`config.mk`:
```
export PLATFORM = sky130hd
export DESIGN_NAME = load_store_unit
export DESIGN_NICKNAME = d
export VERILOG_FILES = /design/src/rtl/riscv_pkg.sv /design/src/rtl/lsu_load_align.sv /design/src/rtl/load_store_unit.sv
export SDC_FILE = /design/constraint.sdc
export NUM_CORES = 1
export LEC_CHECK = 0
export BUFFER_PORTS_ARGS = -buffer_cell sky130_fd_sc_hd__buf_4
export CORE_MARGIN = 5
export CORE_UTILIZATION = 51
export CTS_CLUSTER_DIAMETER = 100
export DETAILED_ROUTE_END_ITERATION = 16
export PLACE_DENSITY = 0.95
export SYNTH_ARGS = -nofsm -noshare
export SYNTH_HDL_FRONTEND = slang
export SYNTH_SLANG_ARGS = --single-unit
```
`constraint.sdc`:
```
create_clock -name clk -period 4.3 [get_ports clk]
set_clock_uncertainty 0.1 [all_clocks]
set_input_delay 0.215 -clock clk [delete_from_list [all_inputs] [get_ports clk]]
set_output_delay 0.215 -clock clk [all_outputs]
set_load 0.005 [all_outputs]
```
`src/rtl/riscv_pkg.sv`:
```
// Shared RV32I load/store definitions: funct3 width codes, LSU state type and
// the sub-word store merge helper.
package riscv_pkg;

    localparam logic [2:0] F3_B  = 3'b000;
    localparam logic [2:0] F3_H  = 3'b001;
    localparam logic [2:0] F3_W  = 3'b010;
    localparam logic [2:0] F3_BU = 3'b100;
    localparam logic [2:0] F3_HU = 3'b101;

    typedef enum logic [0:0] {
        LSU_IDLE   = 1'b0,
        LSU_RMW_WR = 1'b1
    } lsu_state_t;

    // Replace the addressed byte/halfword lane of old_word with store data.
    function automatic logic [31:0] merge_store(
        input logic [31:0] old_word,
        input logic [31:0] store_data,
        input logic [2:0]  width,
        input logic [1:0]  offset
    );
        logic [31:0] merged;
        merged = old_word;
        case (width)
            F3_B: begin
                case (offset)
                    2'd0:    merged[7:0]   = store_data[7:0];
                    2'd1:    merged[15:8]  = store_data[7:0];
                    2'd2:    merged[23:16] = store_data[7:0];
                    2'd3:    merged[31:24] = store_data[7:0];
                    default: merged        = old_word;
                endcase
            end
            F3_H: begin
                if (offset[1]) begin
                    merged[31:16] = store_data[15:0];
                end else begin
                    merged[15:0] = store_data[15:0];
                end
            end
            default: merged = store_data;
        endcase
        return merged;
    endfunction

endpackage

```
`src/rtl/lsu_load_align.sv`:
```
// Load path lane select: picks the byte/halfword lane of a memory word and
// sign- or zero-extends it according to funct3.
module lsu_load_align
    import riscv_pkg::*;
(
    input  logic [31:0] rdata_i,
    input  logic [2:0]  funct3_i,
    input  logic [1:0]  offset_i,
    output logic [31:0] data_o
);

    logic [7:0]  byte_s;
    logic [15:0] half_s;

    // Lane selection
    always_comb begin
        byte_s = 8'h00;
        case (offset_i)
            2'd0:    byte_s = rdata_i[7:0];
            2'd1:    byte_s = rdata_i[15:8];
            2'd2:    byte_s = rdata_i[23:16];
            2'd3:    byte_s = rdata_i[31:24];
            default: byte_s = 8'h00;
        endcase
        if (offset_i[1]) begin
            half_s = rdata_i[31:16];
        end else begin
            half_s = rdata_i[15:0];
        end
    end

    // Width and extension
    always_comb begin
        data_o = 32'h0000_0000;
        case (funct3_i)
            F3_B:    data_o = {{24{byte_s[7]}}, byte_s};
            F3_BU:   data_o = {24'h00_0000, byte_s};
            F3_H:    data_o = {{16{half_s[15]}}, half_s};
            F3_HU:   data_o = {16'h0000, half_s};
            F3_W:    data_o = rdata_i;
            default: data_o = 32'h0000_0000;
        endcase
    end

endmodule

```
`src/rtl/load_store_unit.sv`:
```
// MEM-stage load/store unit for a word-addressed data memory; sub-word stores
// use a stalling read-modify-write. Optional build macro: MISALIGN_TRAP_EN.
module load_store_unit
    import riscv_pkg::*;
#(
    parameter int ADDR_W = 6
) (
    input  logic              clk,
    input  logic              rst_n,
    input  logic              req_valid,
    input  logic              req_read,
    input  logic              req_write,
    input  logic [2:0]        funct3,
    input  logic [31:0]       addr,
    input  logic [31:0]       wdata,
    output logic              mem_read,
    output logic              mem_write,
    output logic [ADDR_W-1:0] mem_addr,
    output logic [31:0]       mem_wdata,
    input  logic [31:0]       mem_rdata,
    output logic              stall,
    output logic [31:0]       load_data,
    output logic              load_valid,
    output logic              misalign
);

    lsu_state_t        state_q, state_d;
    logic [ADDR_W-1:0] rmw_addr_q, rmw_addr_d;
    logic [31:0]       rmw_data_q, rmw_data_d;
    logic [31:0]       load_data_q, load_data_d;
    logic              load_valid_q, load_valid_d;
    logic              misalign_q, misalign_d;

    logic              ld_f3_ok_s;
    logic              st_f3_ok_s;
    logic              ld_req_s;
    logic              st_req_s;
    logic              mis_s;
    logic              do_load_s;
    logic              do_sw_s;
    logic              do_sub_s;
    logic [ADDR_W-1:0] req_addr_s;
    logic [31:0]       align_data_s;
    logic [31:0]       merged_s;
    logic              unused_addr_s;

    // Bits above the memory window simply wrap.
    assign req_addr_s    = addr[ADDR_W+1:2];
    assign unused_addr_s = ^addr[31:ADDR_W+2];

    // Defined funct3 codes; stores only have the signed-width encodings
    always_comb begin
        ld_f3_ok_s = 1'b0;
        case (funct3)
            F3_B, F3_H, F3_W, F3_BU, F3_HU: ld_f3_ok_s = 1'b1;
            default:                        ld_f3_ok_s = 1'b0;
        endcase
    end

    assign st_f3_ok_s = ld_f3_ok_s & ~funct3[2];
    assign ld_req_s   = (state_q == LSU_IDLE) & req_valid & req_read & ~req_write & ld_f3_ok_s;
    assign st_req_s   = (state_q == LSU_IDLE) & req_valid & req_write & ~req_read & st_f3_ok_s;

`ifdef MISALIGN_TRAP_EN
    assign mis_s = (ld_req_s | st_req_s) &
                   (((funct3[1:0] == 2'b01) & addr[0]) |
                    ((funct3[1:0] == 2'b10) & (addr[1:0] != 2'b00)));
`else
    assign mis_s = 1'b0;
`endif

    assign do_load_s = ld_req_s & ~mis_s;
    assign do_sw_s   = st_req_s & ~mis_s & (funct3 == F3_W);
    assign do_sub_s  = st_req_s & ~mis_s & (funct3 != F3_W);
    assign merged_s  = merge_store(mem_rdata, wdata, funct3, addr[1:0]);

    lsu_load_align u_load_align (
        .rdata_i  (mem_rdata),
        .funct3_i (funct3),
        .offset_i (addr[1:0]),
        .data_o   (align_data_s)
    );

    // Memory-side controls; forced quiet while reset is asserted
    always_comb begin
        mem_read  = 1'b0;
        mem_write = 1'b0;
        mem_addr  = req_addr_s;
        mem_wdata = wdata;
        stall     = 1'b0;
        if (!rst_n) begin
            mem_read  = 1'b0;
            mem_write = 1'b0;
        end else if (state_q == LSU_RMW_WR) begin
            mem_write = 1'b1;
            mem_addr  = rmw_addr_q;
            mem_wdata = rmw_data_q;
        end else begin
            mem_read  = do_load_s | do_sub_s;
            mem_write = do_sw_s;
            stall     = do_sub_s;
        end
    end

    // Next-state and registered result logic
    always_comb begin
        state_d      = state_q;
        rmw_addr_d   = rmw_addr_q;
        rmw_data_d   = rmw_data_q;
        load_data_d  = load_data_q;
        load_valid_d = 1'b0;
        misalign_d   = 1'b0;
        case (state_q)
            LSU_IDLE: begin
                if (do_sub_s) begin
                    state_d    = LSU_RMW_WR;
                    rmw_addr_d = req_addr_s;
                    rmw_data_d = merged_s;
                end else if (do_load_s) begin
                    load_valid_d = 1'b1;
                    load_data_d  = align_data_s;
                end else begin
                    misalign_d = mis_s;
                end
            end
            LSU_RMW_WR: state_d = LSU_IDLE;
            default:    state_d = LSU_IDLE;
        endcase
    end

    // State registers
    always_ff @(posedge clk or negedge rst_n) begin
        if (!rst_n) begin
            state_q      <= LSU_IDLE;
            rmw_addr_q   <= '0;
            rmw_data_q   <= 32'h0000_0000;
            load_data_q  <= 32'h0000_0000;
            load_valid_q <= 1'b0;
            misalign_q   <= 1'b0;
        end else begin
            state_q      <= state_d;
            rmw_addr_q   <= rmw_addr_d;
            rmw_data_q   <= rmw_data_d;
            load_data_q  <= load_data_d;
            load_valid_q <= load_valid_d;
            misalign_q   <= misalign_d;
        end
    end

    assign load_data  = load_data_q;
    assign load_valid = load_valid_q;
    assign misalign   = misalign_q;

endmodule

```
======== Word level (Yosys, flattened, before mapping) ========
Cells that the tools add are included.
storage, ports and cells
  RAM bits ................................ 0
  memories ................................ 0
  memory bits (read-only) ................. 0
  logic and storage cells ................. 60
  input bits .............................. 104
  latch bits .............................. 0
  output and inout port bits .............. 75
  register bits ........................... 72
operators by class
  muxes and demuxes ....................... 26
  shift-type cells ........................ 0
  divide/modulo/power cells ............... 0
  multipliers ............................. 0
  reduce and logical (&&, ||, !) cells .... 5
  magnitude comparators ................... 0
  bitwise gates (word level) .............. 16
  equal/unequal tests ..................... 8
  $add $sub $neg .......................... 0
operators with widths
  kind                                                    number
  one-hot mux 32 bit (5 select lines)                     1
  2-to-1 mux 32 bit                                       2
  one-hot mux 32 bit (2 select lines)                     1
  2-to-1 mux 16 bit                                       3
  2-to-1 mux 8 bit                                        4
  one-hot mux 8 bit (4 select lines)                      1
  2-to-1 mux 6 bit                                        2
  2-to-1 mux 1 bit                                        11
  AND 1 bit                                               10
  == test 3 bit (second input constant)                   2
  inverter 1 bit                                          5
  OR reduction 5 bit                                      1
  == test 2 bit (second input constant)                   2
  == test 3 x 1 -> 1 bit (second input constant)          1
  == test 3 x 2 -> 1 bit (second input constant)          1
  zero test 3 bit                                         1
  inequality test 3 x 2 -> 1 bit (second input constant)  1
  AND reduction 3 bit                                     1
  == test 2 x 1 -> 1 bit (second input constant)          1
  zero test 2 bit                                         1
  one-hot mux 1 bit (2 select lines)                      1
  AND reduction 2 bit                                     1
  OR 1 bit                                                1

======== Depth between registers and ports, before layout ========
  word-level depth ........................ 9
  mapped depth ............................ 7
  mapped depth without buffers ............ 5

======== Modules after synthesis ========
From an unflattened synthesis, not the netlist that was laid out.
second synthesis, totals
  cell total of the unflattened synthesis .. 452
  area, all modules ....................... 4934.7 um2
modules (own cells, without submodules)
  module           times used  seq. area each (um2)  area each (um2)  cells each
  load_store_unit  1           1801.7                3868.7           324
  lsu_load_align   1           0.0                   1066.0           128

======== Least setup slack after synthesis ========
No wires, ideal clock.
  kind .................................... reg2out
  start ................................... reg state_q
  end ..................................... out mem_addr[0]
  data required time ...................... 3985 ps
  arrival ................................. 1520 ps
  cell stages (with the launch flop) ...... 5
  buffers on the path ..................... 2
  setup slack ............................. 2465 ps
  path through ............................ dfrtp_1 > nand2_1 > clkbuf_1 > clkbuf_1 > mux2_2
between the ends
  longest elaborated chain between the ends .. 2
ends and longest elaborated chain
  element                 RTL line                text
  from (decl)             load_store_unit.sv:27   lsu_state_t state_q, state_d;
  from (signal assigned)  load_store_unit.sv:141  state_q <= state_d;
  2-to-1 mux 6 bit        load_store_unit.sv:94   end else if (state_q == LSU_RMW_WR) begin
  2-to-1 mux 6 bit        load_store_unit.sv:91   if (!rst_n) begin
  to (decl)               load_store_unit.sv:18   output logic [ADDR_W-1:0] mem_addr,
No other way between the ends.

======== Final worst setup path ========
  start ................................... in rst_n
  end ..................................... out mem_wdata[7]
between the ends
  longest elaborated chain between the ends .. 1
ends and longest elaborated chain
  element            RTL line               text
  from (decl)        load_store_unit.sv:9   input logic rst_n,
  2-to-1 mux 32 bit  load_store_unit.sv:91
  to (decl)          load_store_unit.sv:19  output logic [31:0] mem_wdata,
No other way between the ends.

==> metrics <==
total power between 0.0015 and 0.002 W; reg2reg path depth 5; largest net degree at the start of global routing between 50 and 60; Req. time, crit path between 3000 and 4000 ps; commonest cells in the netlist 72 x dfrtp_1, 68 x nand2_1, 58 x nor2_1, 47 x mux2_2, 23 x a21oi_1; Final WS setup between 1000 and 1500 ps; DP Wirelength 10300 µm; crit path launch type input pin; Via Count 4163; Fmax 348 MHz; number of synthesized flops with an enable pin 0; top-count cell post-synth dfrtp_1; Mapped Cells 452; Tcrit/Tclk final between 60% and 70%; PD cells ~350 nW/µm²; Clock Tree Buf Depth 2; vias per std cell 5.94; crit-path max FO 25; Post-synth ARST share 100%; CTS tree done; post-synth top area cell dfrtp_1; CTS H-tree lvls 3; Worst EP arrival about 2600 ps; Synth Register Bits 72; Worst Hold Class in2reg; status finished clean; Buffers on Ports 153; most numerous cell on the critical path buf_4; RD Place Congestion slightly above 0.9; share of layout cells above drive strength 1 40.9%; endpoint class of the critical path output port; TritonRoute pass-1 iters 6; Slew Limit Fails 0; nets@finish roughly 700; Synth area leaders dfrtp_1 42%, mux2_2 12%, nand2_1 6.0%; wire per inst 20.0 µm; area fraction of the dominant cell type after synthesis 42.0%; Die Width 102 µm; Post-Syn Area 4290 µm²; max-capacitance violation count 0; LEAKAGE ~2.7 nW; antenna cells 0; Clock Sinks between 70 and 80; Worst Path Class, Setup in2out; Syn-to-layout area delta 32.6%; Fin Hold WS ~38 ps; RSZ-0062 raised after global routing false; initial antenna violation count 0; Net Count, Synth ~560; sequence of cells on the critical path dlygate4sd3_1 -> buf_4 -> nand2_1 -> buf_4 -> mux2_2 -> buf_4; GRT Residual Overflow 0; Chip Height about 100 µm; Worst IR Drop VDD ~0.22 mV; final setup vio count 0; Reg clk slew, reported paths 80 ps; pre-CTS setup slack roughly 2000 ps; ANT nets after route 0; Num CTS Buffers 9; Post-CTS Setup Inserts 0; vias in the first global route 4200; die area 10300 µm²; Root Driver clkbuf_8; dominant synthesized flop cell dfrtp_1; core footprint 8220 µm²; Hold Crit Depth 3; Seq/Total Area, Yosys 42.0%; Final Hold Viols 0; Total GRT Usage a little over a quarter; Final min period between 2000 and 3000 ps; Fin Setup TNS 0 ps; DR iter-0 viols about 370; total wire length 14000 µm; Clk Latency, worst-skew pair 350 ps; Post-route DRC 0; Core Util, Final 69.2%; delay of the slowest critical-path stage 610 ps; yosys warns 0; I/O Pins between 150 and 200; max_slew headroom 33.4%; initial core utilization between 50% and 60%; syn_area_per_cell about 9.5 µm²; # rows 33; crit path max-delay cell type nand2_1; count of unique library cells instantiated by Yosys 44; Least-Margin Pin Slew around 1000 ps; first-pass GRT wire length approximately 22000 µm
[registers in the layout (all words and copies together) (netlist names)]
signal,cells
load_data,32
load_valid,1
rmw_addr_q,6
rmw_data_q,32
state_q,1
[layout by cell type, fill, tap and decap left out, drive strengths merged, types with 4 or more instances in the layout]
master	instances
a21o	8
a21oi	33
a221oi	8
a22oi	15
a31oi	7
a32oi	7
buf	159
clkbuf	10
clkinvlp	4
dfrtp	72
dlygate4sd3	7
inv	12
mux2	47
mux2i	12
mux4	7
nand2	68
nor2	59
nor2b	4
o21ai	19
o221ai	8
o22ai	8
[logic make-up after synthesis]
kind of cell / after synthesis / synth area share, %
AND/OR/NAND/NOR: 143 / 14.0
other: 1 / 0.0874
AO/OA/AOI/OAI: 121 / 20.0
multiplexers: 66 / 18.8
flip-flops: 72 / 42.0
buffers and inverters: 49 / 5.11
[final cells by class]
type,instances,area (µm²)
Clock buffer,10,138
Clock inverter,6,43.8
Fill cell,634,2530
Inverter,11,41.3
Multi-Input combinational cell,331,2270
Sequential cell,72,1800
Tap cell,105,131
Timing Repair Buffer,166,1260
[path summary, 6_finish.rpt]
check | startpoint | end | slack, ps
worst max-delay path | rst_n | mem_wdata[7] | 1420
worst min-delay path | mem_rdata[21] | load_data[21]$_DFFE_PN0P_ | 40
worst max register to register | state_q$_DFF_PN0_ | load_data[19]$_DFFE_PN0P_ | 2100
worst min register to register | rmw_data_q[21]$_DFFE_PN0P_ | rmw_data_q[21]$_DFFE_PN0P_ | 380
max in group asynchronous | rst_n | rmw_data_q[7]$_DFFE_PN0P_ | 2970
min in group asynchronous | rst_n | load_data[28]$_DFFE_PN0P_ | 180
[stage by stage]
step | instances | cell area, µm²
2_1_floorplan | 452 | 4290
3_3_place_gp | 678 | 5440
3_5_place_dp | 678 | 5440
6_report | 701 | 5690
4_1_cts | 701 | 5690
5_1_grt | 701 | 5690
[critical path: cells and delay by family]
kind	cells	cell delay, ps
muxes	1	390
buffers and inverters	4	1320
and+or+nand+nor	1	610
[routing by layer]
layer	global-route usage, %	wire length, µm	up-vias
li1	-	-	1890
met1	35.3	5340	1978
met2	44.2	6690	245
met3	7.02	1480	50
met4	11.2	507	0
met5	0	0	-
[where the power goes]
| group | total, W | internal [W] | switching, W |
|---|---|---|---|
| Sequential | 0.000909 | 0.000824 | 0.0000848 |
| Combinational | 0.000556 | 0.000294 | 0.000263 |
| Clock | 0.000499 | 0.000226 | 0.000273 |
[repair_timing]
item | 4_1_cts | 5_1_grt
resized for setup | 0 | 0
hold buffers | 7 | 0
hold endpoints to repair | 28 | 0
No activity file was read; power rests on OpenSTA's default activity.
